[config.mk]
export PLATFORM = sky130hd
export DESIGN_NAME = rv32i_datapath_flat
export DESIGN_NICKNAME = d
export VERILOG_FILES = /design/src/rtl/rv32i_datapath_if.sv /design/src/rtl/rv32i_datapath.sv /design/src/flat_wrapper.sv
export SDC_FILE = /design/constraint.sdc
export NUM_CORES = 2
export LEC_CHECK = 0
export CAP_MARGIN = 20
export CORE_MARGIN = 2
export CORE_UTILIZATION = 40
export CTS_CLUSTER_DIAMETER = 60
export DETAILED_ROUTE_END_ITERATION = 16
export DONT_BUFFER_PORTS = 1
export SLEW_MARGIN = 20
export SYNTH_ARGS = -nofsm -noshare
export SYNTH_HDL_FRONTEND = slang
export SYNTH_SLANG_ARGS = --single-unit
export TNS_END_PERCENT = 5
[constraint.sdc]
create_clock -name clk -period 7.6 [get_ports clk]
set_input_delay 0 -clock clk [delete_from_list [all_inputs] [get_ports clk]]
set_output_delay 0 -clock clk [all_outputs]
set_load 0.02 [all_outputs]
[src/rtl/rv32i_datapath_if.sv]
// rtl/rv32i_datapath_if.sv - control, memory and decode signals between the RV32I datapath and its surroundings
interface rv32i_datapath_if #(
    parameter int PC_W = 16
);
    logic            branch;
    logic            jump;
    logic [31:0]     readData;
    logic [1:0]      resultSrc;
    logic [1:0]      inmSrc;
    logic [31:0]     instr;
    logic            regWrite;
    logic            aluSrc;
    logic [2:0]      aluControl;
    logic [31:0]     aluRes;
    logic            zero;
    logic [6:0]      op;
    logic [2:0]      f3;
    logic            f7;
    logic [31:0]     writeData;
    logic [PC_W-1:0] pc;

    modport master (
        output branch, jump, readData, resultSrc, inmSrc, instr,
               regWrite, aluSrc, aluControl,
        input  aluRes, zero, op, f3, f7, writeData, pc
    );

    modport slave (
        input  branch, jump, readData, resultSrc, inmSrc, instr,
               regWrite, aluSrc, aluControl,
        output aluRes, zero, op, f3, f7, writeData, pc
    );
endinterface

[src/rtl/rv32i_datapath.sv]
// rtl/rv32i_datapath.sv - single-cycle RV32I datapath (PC, regfile, immediates, ALU, writeback)
// Optional LUI writeback on resultSrc=11 when DATAPATH_LUI_EN is defined.
module rv32i_datapath #(
    parameter int              PC_W     = 16,
    parameter logic [PC_W-1:0] RESET_PC = '0
) (
    input logic          clk,
    input logic          rst_n,
    rv32i_datapath_if.slave bus
);
    logic [4:0]      rs1, rs2, rd;
    logic [31:0]     rf [0:31];
    logic [31:0]     rd1, rd2;
    logic [31:0]     imm_ext;
    logic [31:0]     src_b;
    logic [31:0]     alu_res;
    logic [31:0]     result;
    logic [31:0]     pc_plus4_ext;
    logic [PC_W-1:0] pc_q, pc_plus4, pc_target, pc_next;
    logic            pc_src;

    assign rs1 = bus.instr[19:15];
    assign rs2 = bus.instr[24:20];
    assign rd  = bus.instr[11:7];

    assign bus.op = bus.instr[6:0];
    assign bus.f3 = bus.instr[14:12];
    assign bus.f7 = bus.instr[30];

    always_comb begin
        imm_ext = {{20{bus.instr[31]}}, bus.instr[31:20]};
        case (bus.inmSrc)
            2'b00: imm_ext = {{20{bus.instr[31]}}, bus.instr[31:20]};
            2'b01: imm_ext = {{20{bus.instr[31]}}, bus.instr[31:25], bus.instr[11:7]};
            2'b10: imm_ext = {{19{bus.instr[31]}}, bus.instr[31], bus.instr[7],
                              bus.instr[30:25], bus.instr[11:8], 1'b0};
            2'b11: imm_ext = {{11{bus.instr[31]}}, bus.instr[31], bus.instr[19:12],
                              bus.instr[20], bus.instr[30:21], 1'b0};
            default: imm_ext = '0;
        endcase
    end

    // x0 is hardwired; rf[0] is never written and never observed
    assign rd1 = (rs1 == 5'd0) ? 32'd0 : rf[rs1];
    assign rd2 = (rs2 == 5'd0) ? 32'd0 : rf[rs2];

    always_ff @(posedge clk) begin
        if (bus.regWrite && (rd != 5'd0)) begin
            rf[rd] <= result;
        end
    end

    assign src_b = bus.aluSrc ? imm_ext : rd2;

    always_comb begin
        alu_res = '0;
        case (bus.aluControl)
            3'b000: alu_res = rd1 + src_b;
            3'b001: alu_res = rd1 - src_b;
            3'b010: alu_res = rd1 & src_b;
            3'b011: alu_res = rd1 | src_b;
            3'b100: alu_res = rd1 ^ src_b;
            3'b101: alu_res = {31'd0, $signed(rd1) < $signed(src_b)};
            3'b110: alu_res = rd1 >> src_b[4:0];
            3'b111: alu_res = rd1 << src_b[4:0];
            default: alu_res = '0;
        endcase
    end

    assign bus.aluRes    = alu_res;
    assign bus.zero      = (alu_res == 32'd0);
    assign bus.writeData = rd2;

    assign pc_plus4     = pc_q + PC_W'(4);
    assign pc_target    = pc_q + imm_ext[PC_W-1:0];
    assign pc_plus4_ext = 32'(pc_plus4);
    assign pc_src       = (bus.branch & bus.zero) | bus.jump;
    assign pc_next      = pc_src ? pc_target : pc_plus4;

    always_comb begin
        result = alu_res;
        case (bus.resultSrc)
            2'b00: result = alu_res;
            2'b01: result = bus.readData;
            2'b10: result = pc_plus4_ext;
`ifdef DATAPATH_LUI_EN
            2'b11: result = {bus.instr[31:12], 12'd0};
`else
            2'b11: result = alu_res;
`endif
            default: result = alu_res;
        endcase
    end

    always_ff @(posedge clk or negedge rst_n) begin
        if (!rst_n) begin
            pc_q <= RESET_PC;
        end else begin
            pc_q <= pc_next;
        end
    end

    assign bus.pc = pc_q;
endmodule

[src/flat_wrapper.sv]
// flat-port wrapper written by rule: the top's interface ports become plain ports
module rv32i_datapath_flat 
#(
    parameter int              PC_W     = 16,
    parameter logic [PC_W-1:0] RESET_PC = '0
)
  (clk, rst_n, bus_branch, bus_jump, bus_readData, bus_resultSrc, bus_inmSrc, bus_instr, bus_regWrite, bus_aluSrc, bus_aluControl, bus_aluRes, bus_zero, bus_op, bus_f3, bus_f7, bus_writeData, bus_pc);
  rv32i_datapath_if #(.PC_W(PC_W)) bus_i ();
  input logic clk;
  input logic rst_n;
  input wire logic [$bits(bus_i.branch)-1:0] bus_branch;
  input wire logic [$bits(bus_i.jump)-1:0] bus_jump;
  input wire logic [$bits(bus_i.readData)-1:0] bus_readData;
  input wire logic [$bits(bus_i.resultSrc)-1:0] bus_resultSrc;
  input wire logic [$bits(bus_i.inmSrc)-1:0] bus_inmSrc;
  input wire logic [$bits(bus_i.instr)-1:0] bus_instr;
  input wire logic [$bits(bus_i.regWrite)-1:0] bus_regWrite;
  input wire logic [$bits(bus_i.aluSrc)-1:0] bus_aluSrc;
  input wire logic [$bits(bus_i.aluControl)-1:0] bus_aluControl;
  output wire logic [$bits(bus_i.aluRes)-1:0] bus_aluRes;
  output wire logic [$bits(bus_i.zero)-1:0] bus_zero;
  output wire logic [$bits(bus_i.op)-1:0] bus_op;
  output wire logic [$bits(bus_i.f3)-1:0] bus_f3;
  output wire logic [$bits(bus_i.f7)-1:0] bus_f7;
  output wire logic [$bits(bus_i.writeData)-1:0] bus_writeData;
  output wire logic [$bits(bus_i.pc)-1:0] bus_pc;
  assign bus_i.branch = bus_branch;
  assign bus_i.jump = bus_jump;
  assign bus_i.readData = bus_readData;
  assign bus_i.resultSrc = bus_resultSrc;
  assign bus_i.inmSrc = bus_inmSrc;
  assign bus_i.instr = bus_instr;
  assign bus_i.regWrite = bus_regWrite;
  assign bus_i.aluSrc = bus_aluSrc;
  assign bus_i.aluControl = bus_aluControl;
  assign bus_aluRes = bus_i.aluRes;
  assign bus_zero = bus_i.zero;
  assign bus_op = bus_i.op;
  assign bus_f3 = bus_i.f3;
  assign bus_f7 = bus_i.f7;
  assign bus_writeData = bus_i.writeData;
  assign bus_pc = bus_i.pc;
  rv32i_datapath #(.PC_W(PC_W), .RESET_PC(RESET_PC)) u_core (.clk(clk), .rst_n(rst_n), .bus(bus_i));
endmodule
======== Word-level counts from Yosys, hierarchy flattened ========
Memories as Yosys holds them, arrays and structs flattened.
Index checks and enable logic that the tools add are counted.
word-level totals
  memories kept ........................... 1
  ROM bits ................................ 0
  input port bits ......................... 77
  memory bits (writable) .................. 1024
  latch bits .............................. 0
  word-level logic and storage cells ...... 45
  output and inout port bits .............. 92
  register bits ........................... 16
memory list
  memory     words  width  read ports  clocked after memory_dff  write ports  line                  RTL
  u_core.rf  32     32     2           0                         1            rv32i_datapath.sv:12  logic [31:0] rf [0:31];
cells by class
  shift operators ......................... 2
  reduce and logical (&&, ||, !) cells .... 9
  $add $sub $neg .......................... 4
  bitwise gates (word level) .............. 5
  multiply operators ...................... 0
  multiplexer cells ....................... 9
  magnitude comparators ................... 1
  div/mod/pow operators ................... 0
  eq/ne operators ......................... 13
operator list
  cell                                            count
  case mux 32 bit (8 select lines)                1
  case mux 32 bit (4 select lines)                1
  two-way mux 32 bit                              3
  case mux 32 bit (3 select lines)                1
  adder 32 bit                                    1
  bitwise AND 32 bit                              1
  zero test 32 bit                                1
  < comparator 32 bit                             1
  bitwise OR 32 bit                               1
  << shifter 32 x 5 -> 32 bit                     1
  >> shifter 32 x 5 -> 32 bit                     1
  subtractor 32 bit                               1
  XOR 32 bit                                      1
  adder 16 bit                                    1
  adder 16 x 3 -> 16 bit (second input constant)  1
  two-way mux 16 bit                              1
  == test 3 bit (second input constant)           4
  zero test 5 bit                                 2
  == test 2 bit (second input constant)           4
  == test 3 x 2 -> 1 bit (second input constant)  2
  nonzero test 5 bit                              1
  == test 2 x 1 -> 1 bit (second input constant)  2
  zero test 2 bit                                 2
  == test 3 x 1 -> 1 bit (second input constant)  1
  other kinds (6)                                 7

======== Logic depth before layout (Yosys ltp) ========
  depth in word-level cells ............... 9
  mapped depth ............................ 33
  mapped depth without buffers ............ 25

======== Worst setup path after synthesis ========
OpenSTA, ideal clock, no wires.
  kind .................................... input to register
  start ................................... in bus_instr[20]
  end ..................................... mem u_core.rf[0][29] (data pin)
  setup time .............................. 0.454 ns
  data required time ...................... 7.146 ns
  stages on the path ...................... 28
  arrival time ............................ 7.753 ns
  setup slack ............................. -0.607 ns
  buffers on the path ..................... 9
  cells stage by stage .................... buf_4 buf_6 buf_8 buf_6 buf_8 clkbuf_1 buf_1 buf_1 mux4_2 mux4_2 mux2i_1 nor2_1 mux2i_1 ha_1 clkbuf_1 inv_1 nor2_1 a2111oi_0 a211oi_1 o31a_1 o41ai_1 a31oi_1 o31ai_1 a41o_1 o21ai_0 xnor2_1 a21oi_1 o21ai_0
between the ends
  longest elaborated chain between the ends .. 6
  elaborated cells on any way between the ends .. 14
  those cells by class .................... 2 x add/sub; 2 x shift; 5 x mux; 3 x bitwise; 1 x reduce/logical; 1 x memory
RTL lines
  element                                                         line                                        RTL
  start, declared                                                 flat_wrapper.sv:16                          input wire logic [$bits(bus_i.instr)-1:0] bus_instr;
  memory (32 x 32 bit) / zero test 5 bit (equally long branches)  -
  two-way mux 32 bit *                                            rv32i_datapath.sv:45                        assign rd2 = (rs2 == 5'd0) ? 32'd0 : rf[rs2];
  net bus_writeData[6]                                            flat_wrapper.sv:25                          output wire logic [$bits(bus_i.writeData)-1:0] bus_writeData;
  two-way mux 32 bit *                                            rv32i_datapath.sv:53                        assign src_b = bus.aluSrc ? imm_ext : rd2;
  subtractor 32 bit / adder 32 bit (equally long branches)        rv32i_datapath.sv:59, rv32i_datapath.sv:58
  case mux 32 bit (8 select lines) *                              rv32i_datapath.sv:57                        case (bus.aluControl)
  case mux 32 bit (3 select lines) *                              rv32i_datapath.sv:82                        case (bus.resultSrc)
  net u_core.result[29]                                           rv32i_datapath.sv:17                        logic [31:0] result;
  end, declared                                                   rv32i_datapath.sv:12
The timed path passes the listed nets; every way through them passes the cells marked *. The select of a mux whose other input is x is not followed.

==> flow_metrics.tcl <==
set metrics [dict create \
    outcome "finished, final reports clean" \
    critPathLaunchType "flip-flop" \
    place_area_mm2 0.0614 \
    path_clk_slew_ns 0.07 \
    ys_top_cells_by_count "edfxtp_1, mux4_2, mux2i_1, nand2_1, nor2_1" \
    hp-class "input port to output pin" \
    routed_wl_mm 215 \
    worstPathArrival_ns 8.15 \
    synth_edf_count 1024 \
    overflow 0 \
    register_area_mm2 0.0311 \
    skew_ns 0.0454 \
    critPathMaxStageDelay_ns 0.63 \
    numCtsBuffers 103 \
    area_growth_pct 12.4 \
    slew_violations 0 \
    switching_power_w 0.00476 \
    core_mm2 0.145 \
    final_util_pct 45.1 \
    dieHeight_um 386 \
    postSynthCellCount 3933 \
    dieArea_mm2 0.149 \
    drt_iter0_drc 5635 \
    grt_pass1_wl_mm 298 \
    post_drt_wl_per_cell_um 35.4 \
    crit_type "flip-flop to flip-flop" \
    grt_usage_pct 28.4 \
    tightest_slew_ns 1.24 \
    drc 0 \
    max_freq_ghz 0.133 \
    routabilityCongestion 0.990 \
    synth_top_area_share_pct 52.8 \
    hpwl_mm 133 \
    antenna_left 0 \
    cp.required_ns 8.23 \
    first_pass_iters 6 \
    power.density_mw_per_mm2 238 \
    drive_gt1_share_pct 24.7 \
    io_pins 169 \
    synth.distinct_cells 96 \
    clockBufferDepth 3 \
    syn_area_mm2 0.0583 \
    clockPowerShare_pct 32.2 \
    period_needed_ns 7.51 \
    cts_tree "yes" \
    critPathTopFamily "simple AND/OR/NAND/NOR gates" \
    row_count 140 \
    final_area_mm2 0.0655 \
    setup-violations-final 0 \
    start_util_pct 40.1 \
    antenna_found_initial 7 \
    switching_share_pct 30.5 \
    numPortBuffers 0 \
    p_comb_share_pct 23.8 \
    netlist_top_cells_area "edfxtp_1, mux4_2, mux2i_1" \
    end_kind "flip-flop" \
    cell_internal_pwr_w 0.0109 \
    period_share_pct 98.8 \
    ys_dominant_reg_cell "edfxtp_1" \
    synth_top_cell_by_area "edfxtp_1" \
    cap_violations 0 \
    ys_warn_count 0 \
    synthArstFlopShare_pct 1.54 \
    via_count 40329 \
    relSlewSlack_pct 16.6 \
    seqPwrFrac_pct 44.0 \
    synth.avg_cell_area_um2 14.8 \
    clock_sinks 1040 \
    final_nets 4247 \
    peakVddDrop_v 0.000189 \
    placed_cells_incl_taps 5793 \
    cp_max_fo 14 \
    root_buffer "clkbuf_16" \
    insertion_delay_ns 0.75 \
    cpMaxStageDelayCell "or4_1" \
    cp_cell_sequence "mux4_2 > mux4_2 > mux2i_2 > nor2_1 > mux2i_1 > ha_1 > nor4b_1 > nor3b_2 > nor3_1 > o32a_1 > o21ai_0 > nor2_1 > a31oi_1 > xnor2_1 > a22oi_1 > nand3_1 > or4_1 > or4_1 > nor2_2 > a31oi_4 > buf_12 > mux2i_1 > dlygate4sd3_1" \
    final-hold-violation-count 0 \
    viasPerCell 6.65 \
    crit_buf_inv 2 \
    grt_max_degree 284 \
    first_global_vias 39585 \
    synth-seq-area-share_pct 53.4 \
    synth_seq_cells 1040 \
    final_cell_count_no_fill 6060 \
    die_x_um 386 \
    p_leak_nw 22.4 \
    synth.most_common_cell "edfxtp_1" \
    nFillCells 12674 \
    multiInputGateArea_mm2 0.0258 \
    htreeDepth 3 \
    finalPower_w 0.0156 \
]
[logic make-up after synthesis]
logic type	after synthesis	synth area share, %
AO/OA/AOI/OAI	759	8.92
XOR/XNOR	58	0.872
adder cells (fa/ha/maj)	122	2.66
buffers and inverters	433	3.37
flip-flops	1040	53.4
multiplexers	824	25.1
other	1	0.00643
AND/OR/NAND/NOR	696	5.62
[metal layers]
| metal | GRT usage (%) | up-vias | wire [um] |
|---|---|---|---|
| li1 | - | 16211 | - |
| met1 | 36.6 | 21148 | 80300 |
| met2 | 45.9 | 2442 | 102000 |
| met3 | 5.68 | 526 | 20700 |
| met4 | 14.2 | 2 | 11800 |
| met5 | 0 | - | 13 |
[registers in the layout, summed over array words and instances, names as in the netlist]
name           cells
u_core.bus.pc     16
u_core.rf       1024
[repair_timing]
item	4_1_cts	5_1_grt
endpoints found under the hold margin	1059	0
pin swaps	0	1
setup buffers	0	2
setup endpoints to repair	1	3
hold buffers	65	0
resized for setup	7	14
[power groups by stage]
stage,registers (W),clock network [W],logic (W)
2_1_floorplan,0.00695,0,0.00235
3_3_place_gp,0.00699,0,0.00348
3_5_place_dp,0.00699,0,0.00348
4_1_cts,0.00687,0.00508,0.00359
5_1_grt,0.00688,0.00529,0.00390
6_report,0.00687,0.00503,0.00372
[layout make-up]
cell class / instances / share of cell area [%]
antenna: 7 / 0.0267
clock buffer: 120 / 4.03
clock inverter: 73 / 0.978
inverter: 131 / 0.751
multi-input combinational: 2491 / 39.4
sequential: 1040 / 47.6
tap: 1917 / 3.66
timing repair buffer: 281 / 3.58
[metrics by stage]
stage          TNS [ns]  hold slack (ns)  setup WS, ns
3_3_place_gp          0           -0.295         0.291
3_5_place_dp          0           -0.295         0.261
2_1_floorplan    -20.79           -0.296        -0.443
5_1_grt          -0.123        0.0000557       -0.0596
6_report              0       0.00000881        0.0877
4_1_cts               0         0.000137        0.0192
[layout by cell type (no fill, tap or decap), drive strengths merged, types with 16 or more instances in the layout]
master,synthesis,final
a211oi,30,30
xnor2,40,40
a21o,39,39
nor2b,39,39
buf,160,216
dfrtp,16,16
nand3,68,68
o211ai,34,34
clkbuf,142,120
and3,19,19
ha,119,119
mux2i,287,287
mux4,504,504
dlygate4sd3,0,65
a21oi,149,149
inv,130,140
xor2,18,18
o21ai,107,107
nor2,187,187
and2,16,16
o22ai,60,60
nand2,220,220
a22oi,150,150
mux2,33,33
conb,1,32
clkinv,1,51
edfxtp,1024,1024
nor3,44,44
a31oi,28,28
nand2b,26,26
[final timing paths]
| path | start | to | slack, ns | cells after the start |
|---|---|---|---|---|
| min reg2reg | u_core.bus.pc[0]$_DFFE_PN0P_ | u_core.bus.pc[0]$_DFFE_PN0P_ | 0.82 | 1 |
| min in group asynchronous | rst_n | u_core.bus.pc[0]$_DFFE_PN0P_ | 0.38 | 2 |
| min | bus_instr[6] | bus_op[6] | 0.000009 | 0 |
| max reg2reg | u_core.rf[31][9]$_DFFE_PP_ | u_core.bus.pc[2]$_DFF_PN0_ | 0.09 | 23 |
| max | u_core.rf[31][9]$_DFFE_PP_ | u_core.bus.pc[2]$_DFF_PN0_ | 0.09 | 23 |
| max in group asynchronous | rst_n | u_core.bus.pc[3]$_DFF_PN0_ | 6.69 | 2 |
(Power assumes the default switching activity.)
